**src/rtl/jac1_pkg.sv**
```systemverilog
// Shared widths, port indices and FSM state type for the jac1 memory arbiter.
package jac1_pkg;

   localparam int DATA_WIDTH_DEF = 8;
   localparam int ADDR_WIDTH_DEF = 8;

   localparam int PORT_A = 0;
   localparam int PORT_B = 1;

   typedef enum logic [1:0] {
      IDLE   = 2'd0,
      ACCESS = 2'd1,
      RESP   = 2'd2
   } arb_state_t;

endpackage

```
**src/rtl/jac1_rr_pick.sv**
```systemverilog
// Two-port round-robin winner selection; on a tie the port that did not win last is picked.
module jac1_rr_pick
   import jac1_pkg::*;
(
   input  logic       a_req,
   input  logic       b_req,
   input  logic       last_b,
   output logic [1:0] pick
);

   always_comb begin
      pick = 2'b00;
      if (a_req && (!b_req || last_b)) begin
         pick[PORT_A] = 1'b1;
      end else if (b_req) begin
         pick[PORT_B] = 1'b1;
      end
   end

endmodule

```
**src/rtl/jac1_mem_arbiter.sv**
```systemverilog
// Round-robin arbiter sharing one single-port synchronous RAM between CPU port A and loader port B.
// Define JAC1_ARB_STATS_EN to add the saturating conflict_cnt output.
//
// state  | meaning
// IDLE   | no access in flight; arbitrate on any request
// ACCESS | grant pulse, RAM enabled with the winner's registered command
// RESP   | read data returned to winner; arbitrate again for back-to-back access
module jac1_mem_arbiter
   import jac1_pkg::*;
#(
   parameter int DataWidth = DATA_WIDTH_DEF,
   parameter int AddrWidth = ADDR_WIDTH_DEF
) (
   input  logic                 clk,
   input  logic                 sys_res_n,
   input  logic                 a_req,
   input  logic                 a_we,
   input  logic [AddrWidth-1:0] a_addr,
   input  logic [DataWidth-1:0] a_wdata,
   output logic                 a_gnt,
   output logic                 a_rvalid,
   output logic [DataWidth-1:0] a_rdata,
   input  logic                 b_req,
   input  logic                 b_we,
   input  logic [AddrWidth-1:0] b_addr,
   input  logic [DataWidth-1:0] b_wdata,
   output logic                 b_gnt,
   output logic                 b_rvalid,
   output logic [DataWidth-1:0] b_rdata,
   output logic                 mem_en,
   output logic                 mem_we,
   output logic [AddrWidth-1:0] mem_addr,
   output logic [DataWidth-1:0] mem_wdata,
   input  logic [DataWidth-1:0] mem_rdata
`ifdef JAC1_ARB_STATS_EN
   ,
   output logic [7:0]           conflict_cnt
`endif
);

   arb_state_t state;
   logic       last_b;
   logic [1:0] pick;

   jac1_rr_pick u_rr_pick (
      .a_req  (a_req),
      .b_req  (b_req),
      .last_b (last_b),
      .pick   (pick)
   );

   // The RAM output is only meaningful in RESP, so it is gated rather than re-registered.
   assign a_rdata = a_rvalid ? mem_rdata : '0;
   assign b_rdata = b_rvalid ? mem_rdata : '0;

   always_ff @(posedge clk or negedge sys_res_n) begin
      if (!sys_res_n) begin
         state     <= IDLE;
         last_b    <= 1'b1;
         a_gnt     <= 1'b0;
         b_gnt     <= 1'b0;
         a_rvalid  <= 1'b0;
         b_rvalid  <= 1'b0;
         mem_en    <= 1'b0;
         mem_we    <= 1'b0;
         mem_addr  <= '0;
         mem_wdata <= '0;
      end else begin
         a_gnt     <= 1'b0;
         b_gnt     <= 1'b0;
         a_rvalid  <= 1'b0;
         b_rvalid  <= 1'b0;
         mem_en    <= 1'b0;
         mem_we    <= 1'b0;
         mem_addr  <= '0;
         mem_wdata <= '0;
         case (state)
            IDLE, RESP: begin
               if (pick[PORT_A] || pick[PORT_B]) begin
                  state     <= ACCESS;
                  last_b    <= pick[PORT_B];
                  a_gnt     <= pick[PORT_A];
                  b_gnt     <= pick[PORT_B];
                  mem_en    <= 1'b1;
                  mem_we    <= pick[PORT_B] ? b_we    : a_we;
                  mem_addr  <= pick[PORT_B] ? b_addr  : a_addr;
                  mem_wdata <= pick[PORT_B] ? b_wdata : a_wdata;
               end else begin
                  state <= IDLE;
               end
            end
            ACCESS: begin
               state    <= RESP;
               a_rvalid <= !mem_we && !last_b;
               b_rvalid <= !mem_we &&  last_b;
            end
            default: state <= IDLE;
         endcase
      end
   end

`ifdef JAC1_ARB_STATS_EN
   logic arb_point;

   assign arb_point = (state == IDLE) || (state == RESP);

   always_ff @(posedge clk or negedge sys_res_n) begin
      if (!sys_res_n) begin
         conflict_cnt <= '0;
      end else if (arb_point && a_req && b_req && (conflict_cnt != 8'hFF)) begin
         conflict_cnt <= conflict_cnt + 8'd1;
      end
   end
`endif

endmodule
```
**config.mk**
```make
export PLATFORM = sky130hd
export DESIGN_NAME = jac1_mem_arbiter
export DESIGN_NICKNAME = d
export VERILOG_FILES = /design/src/rtl/jac1_pkg.sv /design/src/rtl/jac1_rr_pick.sv /design/src/rtl/jac1_mem_arbiter.sv
export SDC_FILE = /design/constraint.sdc
export NUM_CORES = 1
export LEC_CHECK = 0
export BUFFER_PORTS_ARGS = -buffer_cell sky130_fd_sc_hd__buf_4
export CAP_MARGIN = 10
export CORE_MARGIN = 1
export CORE_UTILIZATION = 37
export DETAILED_ROUTE_END_ITERATION = 8
export PLACE_DENSITY = 0.75
export SLEW_MARGIN = 20
export SYNTH_ARGS = -nofsm -noshare
export SYNTH_HDL_FRONTEND = slang
export SYNTH_SLANG_ARGS = --single-unit
```
**constraint.sdc**
```tcl
create_clock -name clk -period 1.1 [get_ports clk]
set_input_delay 0.275 -clock clk [delete_from_list [all_inputs] [get_ports clk]]
set_output_delay 0.275 -clock clk [all_outputs]
set_load 0.02 [all_outputs]
```
==> results by group <==
Die
  • Initial core utilization: 0.403
  • FP Rows: 20
  • Core area: 3180 um^2
  • Die ar.: 3700 um^2
  • Die X: 60.8 um
  • Io pins: 84
  • Die Y-Extent: 60.8 um

CTS
  • Clk Latency, worst-skew pair: 0.31 ns
  • Root Buffer: clkbuf_4
  • CTS sink cnt: 24
  • CTS Buf Count: 3
  • CTS tree: yes
  • # H-tree levels: 1
  • Clock slew at reported path FFs: 0.13 ns
  • Longest Clk Path Bufs: 2

Drt
  • Metal2 WL: 2280 um
  • Vias per inst: 5.00
  • Vias post-DR: 1301
  • Drt wl/cell: 16.5 um
  • Uppermost layer routed: met4
  • Post-route ant nets: 0
  • Routed met1 length: 1560 um
  • DRC violations left: 0
  • Post-Route WL: 4280 um
  • TritonRoute pass-1 iters: 4
  • Routed wl met3: 316 um
  • Initial detailed-routing violation count: 24

Setup path
  • Max incr delay on CP: 0.42 ns
  • R2R Path End: mem_addr[4]
  • Most used cell, CP: buf_6
  • Crit end category: primary output
  • CP Class: register to primary output
  • Worst-path maximum fanout: 4
  • Worst r2r src: last_b
  • Critical path startpoint category: register
  • Reg2Reg Setup Slack: -0.17 ns
  • Worst reg-to-reg path cell count: 5
  • Critical-path top delay cell: dfrtp_1
  • WP data required: 0.82 ns
  • Worst path cell trace: buf_6, and2_4, buf_6
  • Critical Path AT: 1.12 ns
  • Crit. Startpoint: a_rvalid

STA
  • Clock Skew: 0.00733 ns
  • RSZ-0062 raised after global routing: true
  • Hold Vio Cnt, Final: 0
  • Max-slew violation count: 0
  • Final Hold Slack: 0.232 ns
  • PnR worst setup slack: -0.296 ns
  • Relative slew slack: 0.637
  • Final period util: 1.27
  • Endpoints failing setup: 57
  • Crit path time final: 1.40 ns
  • Worst Tran Pin Value: 0.544 ns
  • F_max: 0.716 GHz
  • Setup TNS: -7.38 ns

Global routing
  • Vias in the first global route: 1338
  • Tot GR Track Use: 0.232
  • Largest net degree at the start of global routing: 25
  • First-pass GRT wire length: 6070 um
  • Antenna violations before repair: 0
  • Congestion Overflow GR: 0

Yosys
  • Mapped cell area: 1280 um^2
  • Mean area per synthesized cell: 11.3 um^2
  • Post-synth top area share: 0.450
  • Post-synth EDFFs: 0
  • Synth area leader: dfrtp_1
  • Synth top area cells: dfrtp_1 (45%), nand2b_1 (17%), o32ai_2 (11%)
  • Post-synthesis sequential area ratio: 0.470
  • Syn Nets: 159
  • Synthesis Warnings: 0
  • Top FF cell, synth: dfrtp_1
  • Cells after synthesis: 113
  • Post-synth ARST share: 1.00
  • Unique masters post-synth: 21
  • Yosys reg bits: 24

Power and ir drop
  • Worst VDD drop: 0.656 mV
  • Comb power frac: 0.508
  • Power per cell area: 1250 nW/um^2
  • Sequential Power Share: 0.344
  • Switch Pwr: 1040 uW
  • Switching fraction of total power: 0.329
  • Design Power: 3160 uW
  • LEAKAGE: 0.00121 uW
  • Clk pwr share: 0.148
  • Int Power: 2120 uW

Outcome
  • Status: finished with violations
  • Failing checks: setup timing

Placement
  • Dpl hpwl: 2420 um
  • GP Congestion: 0.660
  • Port buffer count: 83
  • Cells after DPL: 236
  • Dpl ws: -0.426 ns

Final layout
  • # diodes: 0
  • Commonest non-fill, non-tap cell in the layout: buf_4
  • Area delta synth->final: 97.1%
  • Most frequent cells in the layout: buf_4 (55), buf_6 (45), nand2b_1 (29)
  • Layout cells sized above 1: 0.699
  • Fillers: 192
  • Nets: 263
  • Final Instance Count excl. Fillers: 260

Flow run
  • Max-cap viol count: 0

Worst hold path
  • Worst Min Path Start: a_req
  • Min-delay worst type: primary input to register
  • Hold depth: 3
  • Worst Hold End: state[0]
sequential cells by signal, indices dropped and copies added (netlist names):
register,cells
last_b,1
mem_we,1
b_gnt,1
b_rvalid,1
a_rvalid,1
state,2
mem_wdata,8
a_gnt,1
mem_addr,8
power groups by stage:
stage / logic (uW) / registers [uW] / clock network, uW
2_1_floorplan: 479 / 1210 / 0
3_3_place_gp: 1020 / 1080 / 0
3_5_place_dp: 1050 / 1080 / 0
4_1_cts: 1510 / 1080 / 472
5_1_grt: 1700 / 1100 / 517
6_report: 1600 / 1090 / 468
layer usage:
layer  vias to the layer above  GRT usage
met2                        73      0.433
met3                        12     0.0469
met5                         -          0
met1                       620      0.262
met4                         0     0.0812
li1                        596          -
final cells by class:
type	count	area (um^2)	area share
Tap cell	44	55.1	0.0218
Sequential cell	24	603	0.239
Timing Repair Buffer	108	1050	0.416
Clock buffer	4	36.3	0.0144
Inverter	1	3.75	0.00149
Multi-Input combinational cell	79	774	0.307
synthesized netlist by cell type, types with 2 or more instances:
| library cell | instances |
|---|---|
| nand2b_1 | 34 |
| dfrtp_1 | 23 |
| and2_1 | 16 |
| o32ai_2 | 9 |
| o32ai_1 | 8 |
| clkbuf_1 | 3 |
| nor2_1 | 3 |
| buf_2 | 2 |
| buf_6 | 2 |
| nor2b_1 | 2 |
timing repair:
item,CTS,global route
resized for setup,72,15
hold buffers,1,0
pin swaps,14,6
gates cloned,4,1
buffers inserted,13,4
setup endpoints to repair,57,60
endpoints found under the hold margin,23,0
kinds of logic after synthesis:
| family | Yosys count | share of synthesized area |
|---|---|---|
| and+or+nand+nor | 60 | 0.289 |
| DFF | 24 | 0.470 |
| AOI/OAI and AO/OA | 19 | 0.184 |
| buffers and inverters | 10 | 0.0567 |
worst max path at each step:
stage / endpoint / cells past startpoint
after floorplan: mem_addr[0] / 4
after global placement: mem_wdata[2] / 3
after detailed placement: mem_wdata[7] / 3
after CTS: a_rdata[0] / 3
after global routing: a_rdata[4] / 3
final: a_rdata[4] / 3
worst max-delay path: cells and delay by family, from the launching register on:
kind / cells / cell delay [ns]
buf+inv: 2 / 0.25
flops: 1 / 0.42
simple gates: 1 / 0.14
stage by stage:
stage                     instance area [um^2]  utilization
final                                     2520        0.794
after global routing                      2520        0.794
after CTS                                 2440        0.769
after detailed placement                  1940        0.611
after global placement                    1940        0.611
after floorplan                           1290            -
Note: power is estimated with default switching activity, not from simulation.
